$ cat src/rtl/operand_fetch_if.sv
// Decode-to-execute operand fetch bundle: issue handshake, register file
// read/writeback taps and the registered execute-side handshake.
interface operand_fetch_if;
  logic        flush;
  logic        in_valid;
  logic        in_ready;
  logic [31:0] in_pc;
  logic [4:0]  in_rj;
  logic [4:0]  in_rk;
  logic [4:0]  in_rd;
  logic        in_rd_we;
  logic [4:0]  rf_raddr1;
  logic [4:0]  rf_raddr2;
  logic [31:0] rf_rdata1;
  logic [31:0] rf_rdata2;
  logic        wb_we;
  logic [4:0]  wb_waddr;
  logic [31:0] wb_wdata;
  logic        out_valid;
  logic        out_ready;
  logic [31:0] out_pc;
  logic [31:0] out_src1;
  logic [31:0] out_src2;
  logic [4:0]  out_rd;
  logic        out_rd_we;

  modport master (
    output flush, in_valid, in_pc, in_rj, in_rk,
    output in_rd, in_rd_we, rf_rdata1, rf_rdata2,
    output wb_we, wb_waddr, wb_wdata, out_ready,
    input  in_ready, rf_raddr1, rf_raddr2,
    input  out_valid, out_pc, out_src1, out_src2,
    input  out_rd, out_rd_we
  );

  modport slave (
    input  flush, in_valid, in_pc, in_rj, in_rk,
    input  in_rd, in_rd_we, rf_rdata1, rf_rdata2,
    input  wb_we, wb_waddr, wb_wdata, out_ready,
    output in_ready, rf_raddr1, rf_raddr2,
    output out_valid, out_pc, out_src1, out_src2,
    output out_rd, out_rd_we
  );
endinterface

$ cat src/rtl/operand_fetch.sv
// Operand fetch: register file read with writeback bypass, scoreboard
// hazard stall and a registered valid/ready stage toward execute.
module operand_fetch #(
  parameter bit BYPASS_EN = 1'b1
) (
  input  logic         clk,
  input  logic         reset,
  operand_fetch_if.slave bus
);

  logic [31:0] r_sb;
  logic        r_valid;
  logic [31:0] r_pc;
  logic [31:0] r_src1;
  logic [31:0] r_src2;
  logic [4:0]  r_rd;
  logic        r_rd_we;

  logic        w_hit_j;
  logic        w_hit_k;
  logic        w_hit_d;
  logic        w_busy_j;
  logic        w_busy_k;
  logic        w_waw;
  logic        w_hazard;
  logic        w_ready;
  logic        w_fire;
  logic [31:0] w_src1;
  logic [31:0] w_src2;
  logic [31:0] w_sb_nxt;

  assign w_hit_j = bus.wb_we & (bus.wb_waddr == bus.in_rj)
                 & (bus.in_rj != 5'd0);
  assign w_hit_k = bus.wb_we & (bus.wb_waddr == bus.in_rk)
                 & (bus.in_rk != 5'd0);
  assign w_hit_d = bus.wb_we & (bus.wb_waddr == bus.in_rd)
                 & (bus.in_rd != 5'd0);

  // Without bypass a same-cycle writeback is invisible to the file read.
  assign w_busy_j = BYPASS_EN ? (r_sb[bus.in_rj] & ~w_hit_j)
                              : (r_sb[bus.in_rj] | w_hit_j);
  assign w_busy_k = BYPASS_EN ? (r_sb[bus.in_rk] & ~w_hit_k)
                              : (r_sb[bus.in_rk] | w_hit_k);

  assign w_waw = bus.in_rd_we & (bus.in_rd != 5'd0)
               & r_sb[bus.in_rd] & ~w_hit_d;

  assign w_hazard = w_busy_j | w_busy_k | w_waw;
  assign w_ready  = ~bus.flush & ~w_hazard
                  & (~r_valid | bus.out_ready);
  assign w_fire   = bus.in_valid & w_ready;

  assign w_src1 = (bus.in_rj == 5'd0)     ? 32'd0 :
                  (BYPASS_EN && w_hit_j) ? bus.wb_wdata :
                                            bus.rf_rdata1;
  assign w_src2 = (bus.in_rk == 5'd0)     ? 32'd0 :
                  (BYPASS_EN && w_hit_k) ? bus.wb_wdata :
                                            bus.rf_rdata2;

  // Set is applied after clear so a same-cycle reissue keeps the bit.
  always_comb begin
    w_sb_nxt = r_sb;
    if (bus.wb_we)
      w_sb_nxt[bus.wb_waddr] = 1'b0;
    if (w_fire && bus.in_rd_we && (bus.in_rd != 5'd0))
      w_sb_nxt[bus.in_rd] = 1'b1;
    w_sb_nxt[0] = 1'b0;
  end

  always_ff @(posedge clk) begin
    if (reset) begin
      r_sb    <= '0;
      r_valid <= 1'b0;
      r_pc    <= '0;
      r_src1  <= '0;
      r_src2  <= '0;
      r_rd    <= '0;
      r_rd_we <= 1'b0;
    end else if (bus.flush) begin
      r_sb    <= '0;
      r_valid <= 1'b0;
    end else begin
      r_sb <= w_sb_nxt;
      if (w_fire) begin
        r_valid <= 1'b1;
        r_pc    <= bus.in_pc;
        r_src1  <= w_src1;
        r_src2  <= w_src2;
        r_rd    <= bus.in_rd;
        r_rd_we <= bus.in_rd_we & (bus.in_rd != 5'd0);
      end else if (bus.out_ready) begin
        r_valid <= 1'b0;
      end
    end
  end

  assign bus.in_ready  = w_ready;
  assign bus.rf_raddr1 = bus.in_rj;
  assign bus.rf_raddr2 = bus.in_rk;
  assign bus.out_valid = r_valid;
  assign bus.out_pc    = r_pc;
  assign bus.out_src1  = r_src1;
  assign bus.out_src2  = r_src2;
  assign bus.out_rd    = r_rd;
  assign bus.out_rd_we = r_rd_we;

endmodule

$ cat src/flat_wrapper.sv
// flat-port wrapper written by rule: the top's interface ports become plain ports
module operand_fetch_flat 
#(
  parameter bit BYPASS_EN = 1'b1
)
  (clk, reset, bus_flush, bus_in_valid, bus_in_pc, bus_in_rj, bus_in_rk, bus_in_rd, bus_in_rd_we, bus_rf_rdata1, bus_rf_rdata2, bus_wb_we, bus_wb_waddr, bus_wb_wdata, bus_out_ready, bus_in_ready, bus_rf_raddr1, bus_rf_raddr2, bus_out_valid, bus_out_pc, bus_out_src1, bus_out_src2, bus_out_rd, bus_out_rd_we);
  operand_fetch_if bus_i ();
  input  logic clk;
  input  logic reset;
  input wire logic [$bits(bus_i.flush)-1:0] bus_flush;
  input wire logic [$bits(bus_i.in_valid)-1:0] bus_in_valid;
  input wire logic [$bits(bus_i.in_pc)-1:0] bus_in_pc;
  input wire logic [$bits(bus_i.in_rj)-1:0] bus_in_rj;
  input wire logic [$bits(bus_i.in_rk)-1:0] bus_in_rk;
  input wire logic [$bits(bus_i.in_rd)-1:0] bus_in_rd;
  input wire logic [$bits(bus_i.in_rd_we)-1:0] bus_in_rd_we;
  input wire logic [$bits(bus_i.rf_rdata1)-1:0] bus_rf_rdata1;
  input wire logic [$bits(bus_i.rf_rdata2)-1:0] bus_rf_rdata2;
  input wire logic [$bits(bus_i.wb_we)-1:0] bus_wb_we;
  input wire logic [$bits(bus_i.wb_waddr)-1:0] bus_wb_waddr;
  input wire logic [$bits(bus_i.wb_wdata)-1:0] bus_wb_wdata;
  input wire logic [$bits(bus_i.out_ready)-1:0] bus_out_ready;
  output wire logic [$bits(bus_i.in_ready)-1:0] bus_in_ready;
  output wire logic [$bits(bus_i.rf_raddr1)-1:0] bus_rf_raddr1;
  output wire logic [$bits(bus_i.rf_raddr2)-1:0] bus_rf_raddr2;
  output wire logic [$bits(bus_i.out_valid)-1:0] bus_out_valid;
  output wire logic [$bits(bus_i.out_pc)-1:0] bus_out_pc;
  output wire logic [$bits(bus_i.out_src1)-1:0] bus_out_src1;
  output wire logic [$bits(bus_i.out_src2)-1:0] bus_out_src2;
  output wire logic [$bits(bus_i.out_rd)-1:0] bus_out_rd;
  output wire logic [$bits(bus_i.out_rd_we)-1:0] bus_out_rd_we;
  assign bus_i.flush = bus_flush;
  assign bus_i.in_valid = bus_in_valid;
  assign bus_i.in_pc = bus_in_pc;
  assign bus_i.in_rj = bus_in_rj;
  assign bus_i.in_rk = bus_in_rk;
  assign bus_i.in_rd = bus_in_rd;
  assign bus_i.in_rd_we = bus_in_rd_we;
  assign bus_i.rf_rdata1 = bus_rf_rdata1;
  assign bus_i.rf_rdata2 = bus_rf_rdata2;
  assign bus_i.wb_we = bus_wb_we;
  assign bus_i.wb_waddr = bus_wb_waddr;
  assign bus_i.wb_wdata = bus_wb_wdata;
  assign bus_i.out_ready = bus_out_ready;
  assign bus_in_ready = bus_i.in_ready;
  assign bus_rf_raddr1 = bus_i.rf_raddr1;
  assign bus_rf_raddr2 = bus_i.rf_raddr2;
  assign bus_out_valid = bus_i.out_valid;
  assign bus_out_pc = bus_i.out_pc;
  assign bus_out_src1 = bus_i.out_src1;
  assign bus_out_src2 = bus_i.out_src2;
  assign bus_out_rd = bus_i.out_rd;
  assign bus_out_rd_we = bus_i.out_rd_we;
  operand_fetch #(.BYPASS_EN(BYPASS_EN)) u_core (.clk(clk), .reset(reset), .bus(bus_i));
endmodule
$ cat config.mk
export PLATFORM = sky130hd
export DESIGN_NAME = operand_fetch_flat
export DESIGN_NICKNAME = d
export VERILOG_FILES = /design/src/rtl/operand_fetch_if.sv /design/src/rtl/operand_fetch.sv /design/src/flat_wrapper.sv
export SDC_FILE = /design/constraint.sdc
export NUM_CORES = 1
export LEC_CHECK = 0
export ABC_CLOCK_PERIOD_IN_PS = 5860
export CORE_MARGIN = 1.5
export CORE_UTILIZATION = 49
export DETAILED_ROUTE_END_ITERATION = 6
export GPL_ROUTABILITY_DRIVEN = 0
export PLACE_DENSITY = 0.87
export SLEW_MARGIN = 0
export SYNTH_ARGS = -nofsm -noshare
export SYNTH_HDL_FRONTEND = slang
export SYNTH_SLANG_ARGS = --single-unit
export TNS_END_PERCENT = 100
$ cat constraint.sdc
create_clock -name clk -period 5.86 [get_ports clk]
set_clock_uncertainty 0.2 [all_clocks]
set_input_delay 1.172 -clock clk [delete_from_list [all_inputs] [get_ports clk]]
set_output_delay 1.172 -clock clk [all_outputs]
set_load 0.005 [all_outputs]
* Word-level counts from Yosys, hierarchy flattened
Cells that the tools add are included.
** Operators by class
- Magnitude comparators :: 6
- Equality and inequality tests :: 3
- Mux-type cells :: 18
- Bitwise logic cells :: 26
- Reduce and logical (&&, ||, !) cells :: 12
** Operators by type and width (count)
- 32-bit two-way mux :: 6
- 32-bit AND :: 1
- 32-bit NOT :: 1
- 32-bit OR :: 1
- 5-bit by 6-bit less-than comparator with 1-bit output (second input constant) :: 4
- 1-bit binary-select mux with 5-bit select :: 3
- 5-bit == test :: 3
- 5-bit nonzero test :: 3
- 1-bit AND :: 14
- 1-bit demux with 5-bit select :: 2
- 5-bit by 1-bit greater-or-equal comparator with 1-bit output (second input constant) :: 2
- 5-bit zero test :: 2
- 1-bit two-way mux :: 7
- 1-bit NOT :: 6
- 1-bit logical AND :: 4
- 1-bit OR :: 3
- 2-bit AND reduction :: 1
- 2-bit nonzero test :: 1
- 2-bit OR reduction :: 1
** Storage, ports and cells
- Register bits :: 135
- Logic and storage cells :: 73

* Logic depth before layout (Yosys ltp)
- Depth after elaboration :: 14
- Depth in mapped cells :: 12
- Gate-level depth less buffers :: 7

* Least setup slack after synthesis
No wires, ideal clock.
- Path kind :: input -> output
- Start :: input port bus_in_rd[0]
- End :: output port bus_in_ready
- Data arrival time :: 2944 ps
- Required time :: 4488 ps
- Slack :: 1544 ps
- Stages :: 9
- Path buffers :: 3
- Path through :: buf_6 mux4_2 nor2b_1 a211o_1 o31ai_2 nand3_1 buf_2 clkbuf_1 nor2_1
** On the way
- Longest elaborated chain between the ends :: 9
- Elaborated cells between the ends (all ways) :: 14
- Classes of those cells :: eq/ne (1); mux (2); bitwise (10); reduce/logical (1)
** RTL lines
- from (decl) :: RTL line flat_wrapper.sv:15 : input wire logic [$bits(bus_i.in_rd)-1:0] bus_in_rd;
- branches (longest 4 deep; another with 1-bit binary-select mux with 5-bit select)
- 1-bit AND (*) :: RTL line operand_fetch.sv:46 : & r_sb[bus.in_rd] & ~w_hit_d;
- 1-bit OR (*) :: RTL line operand_fetch.sv:48 : assign w_hazard = w_busy_j | w_busy_k | w_waw;
- 1-bit NOT (*) :: RTL line operand_fetch.sv:49 : assign w_ready = ~bus.flush & ~w_hazard
- 1-bit AND (*) :: RTL line operand_fetch.sv:49
- 1-bit AND (*) :: RTL line operand_fetch.sv:50 : & (~r_valid | bus.out_ready);
- to (decl) :: RTL line flat_wrapper.sv:23 : output wire logic [$bits(bus_i.in_ready)-1:0] bus_in_ready;
Mark *: on every way between the ends. The select of a mux whose other input is x is not followed.

* Final worst setup path
Ends and elaborated chain as after synthesis.

==> flow_summary.yaml <==
logic_synthesis:
  synthesis.instances: 848
  ys_seq_area_share_pct: 36.6
  synth_cell_types: 50
  syn_area_um2: 7320
  syn_avg_cell_area_um2: 8.64
  yosys_warnings: 0
  synthesis.nets: 1003
  yosys_register_bits: 134
grt:
  antenna_found_initial: 0
  grt_overflow: 0
  grtUsageTotal_pct: 31.5
  grt_pass1_vias: 7348
  grt_pass1_wl_um: 39700
  grt_max_degree: 90
cells_and_area:
  antennaDiodeCount: 0
  fillers: 1097
  finalInstanceArea_um2: 10400
  area_delta_synth_final_pct: 42.5
  stdcell_count: 1245
  final_layout_size_suffix_gt1_share_pct: 9.05
  final_nets: 1205
sta:
  worstMarginPinSlew_ns: 1.04
  setup_slack_ns: 0.366
  setup_viol: 0
  max_freq_mhz: 182
  period_needed_ns: 5.49
  rsz0062_at_grt: "false"
  min_period_over_period_pct: 93.8
  drv_slew: 0
  tns_ns: 0
  hold_violations: 0
  slew-limit-headroom_pct: 30.8
power_and_ir_drop:
  internal_power_uw: 1880
  p_comb_share_pct: 19.1
  swShare_pct: 26.0
  p_per_area_nw_per_um2: 244
  totalPowerFinal_uw: 2540
  ir_drop_mv: 0.189
  p_clk_share_pct: 42.4
  seq_power_share_pct: 38.5
  power_leakage_uw: 0.00356
  power.switching_uw: 661
floorplan:
  start_util_pct: 50.2
  die_width_um: 125
  core_um2: 14600
  die_h_um: 125
  fp-row-count: 44
  ios: 269
  die_area_um2: 15700
clock_tree:
  post_cts_buffers: 0
  clk_latency_ns: 0.42
  holdBufCountCts: 0
  cts.clk_slew.worst_paths_ns: 0.06
  cts_buffers: 17
  cts_buffer_depth: 2
  cts_tree: "done"
  clockRootBuffer: "clkbuf_16"
  h-tree-depth: 4
  clock_sinks: 134
  cts_resized: 0
setup_path:
  cp_max_fo: 9
  crit_arrival_ns: 4.12
  worstPathRequired_ns: 4.49
  r2r_slack_ns: 2.43
  critPathLaunchType: "primary input"
  critPathCaptureType: "output pin"
  worstSetupPathType: "primary input to output pin"
place:
  placed_cells: 1215
  pre_cts_ws_ns: 0.401
  io_buffers: 268
  placed_area_um2: 9850
  dp_hpwl_um: 16500
detailed_routing:
  post_drt_wl_per_cell_um: 20.0
  vias: 7610
  ant_nets: 0
  drcViolationCount: 0
  via_per_inst: 6.11
  routed_wl_um: 24900
  drt_iter0_drc: 822
  firstDrtPassIters: 7
job:
  max_cap_violations: 0
hold_path:
  min_path_type: "flip-flop to flip-flop"
outcome:
  status: "completed"
[power groups by stage]
stage / clock [uW] / sequential, uW / combinational, uW
3_5_place_dp: 0 / 998 / 481
4_1_cts: 1090 / 979 / 484
3_3_place_gp: 0 / 996 / 475
2_1_floorplan: 0 / 1000 / 236
6_report: 1080 / 979 / 486
5_1_grt: 1130 / 984 / 521
[area by class of cell]
| type | instances | area (um^2) | area share (%) |
|---|---|---|---|
| clock buffer | 18 | 429 | 4.11 |
| clock inverter | 12 | 156 | 1.50 |
| inverter | 36 | 135 | 1.29 |
| multi-input combinational | 572 | 3940 | 37.8 |
| sequential | 134 | 2680 | 25.7 |
| tap | 184 | 230 | 2.21 |
| timing repair buffer | 289 | 2860 | 27.4 |
[per-stage QoR]
| step | hold WS, ns | util, % |
|---|---|---|
| floorplan | 0.265 | - |
| global placement | 0.260 | 67.5 |
| detailed placement | 0.267 | 67.5 |
| CTS | 0.275 | 71.5 |
| global route | 0.288 | 71.5 |
| finish | 0.276 | 71.5 |
[state kept, by name, summed over array words and instances (netlist names)]
| register | cells |
|---|---|
| u_core.r_sb | 31 |
| u_core.bus.out_src1 | 32 |
| u_core.bus.out_rd_we | 1 |
| u_core.bus.out_rd | 5 |
| u_core.bus.out_valid | 1 |
| u_core.bus.out_src2 | 32 |
| u_core.bus.out_pc | 32 |
[Yosys cell counts, drive strengths merged]
cell / n / area (um^2)
dfxtp: 134 / 2680
a21oi: 103 / 523
o21ai: 71 / 355
nand2: 69 / 259
buf: 53 / 390
clkbuf: 53 / 199
nand3: 44 / 220
nand3b: 43 / 323
inv: 36 / 135
o31a: 33 / 289
a211oi: 32 / 290
a311oi: 32 / 280
o211ai: 32 / 240
mux4: 16 / 360
nor2: 16 / 67.6
mux2i: 13 / 130
xor2: 10 / 87.6
nand2b: 6 / 37.5
nand4: 6 / 97.6
nor2b: 6 / 37.5
or3b: 5 / 43.8
xnor2: 5 / 43.8
a22oi: 3 / 22.5
nor4: 3 / 18.8
o21a: 3 / 22.5
a31oi: 2 / 12.5
and3b: 2 / 17.5
nor3: 2 / 10.0
o2111ai: 2 / 17.5
o31ai: 2 / 20.0
or3: 2 / 12.5
a211o: 1 / 8.76
a31o: 1 / 8.76
a32oi: 1 / 8.76
a41oi: 1 / 8.76
and2: 1 / 6.26
and3: 1 / 6.26
and4: 1 / 8.76
mux2: 1 / 11.3
o221ai: 1 / 8.76
[worst max-delay path: stages]
cell,delay (ns)
clkdlybuf4s50_1,0.80
mux4_2,0.57
nor2b_1,0.15
a211o_1,0.30
o31ai_2,0.25
nand3_1,0.18
nor2_1,0.12
clkdlybuf4s50_1,0.56
[path summary, 6_finish.rpt]
path | startpoint | to | cells past startpoint
setup / recovery | bus_in_rd[0] | bus_in_ready | 8
hold / removal | u_core.bus.out_pc[25] | u_core.bus.out_pc[25] | 2
setup reg to reg | u_core.r_sb[31] | u_core.bus.out_src2[6] | 9
hold reg to reg | u_core.bus.out_pc[25] | u_core.bus.out_pc[25] | 2
[cell families (layout without fill, tap and decap cells)]
family	after synthesis	after routing	synth area share, %
compound gates	320	320	28.9
mux	30	30	6.85
flops	134	134	36.6
simple gates	207	207	15.9
xor+xnor	15	15	1.79
buf+inv	142	355	9.89
[layer usage]
metal / global-route usage, % / routed length [um]
met1: 40.0 / 9810
met2: 51.1 / 11800
met3: 7.10 / 2270
met4: 14.8 / 1030
met5: 0 / 0
[placed cells by master, fill, tap and decap left out, drive strengths merged, types with 5 or more instances in the layout]
cell / count
nand3b: 43
a211oi: 32
nor2b: 6
inv: 37
clkbuf: 18
nand2b: 6
mux2i: 13
or3b: 5
nor2: 16
a21oi: 103
xnor2: 5
xor2: 10
clkdlybuf4s50: 267
nand4: 6
buf: 22
nand2: 69
nand3: 44
o21ai: 71
o211ai: 32
mux4: 16
a311oi: 32
dfxtp: 134
o31a: 33
Power figures use the tool's default switching activity.
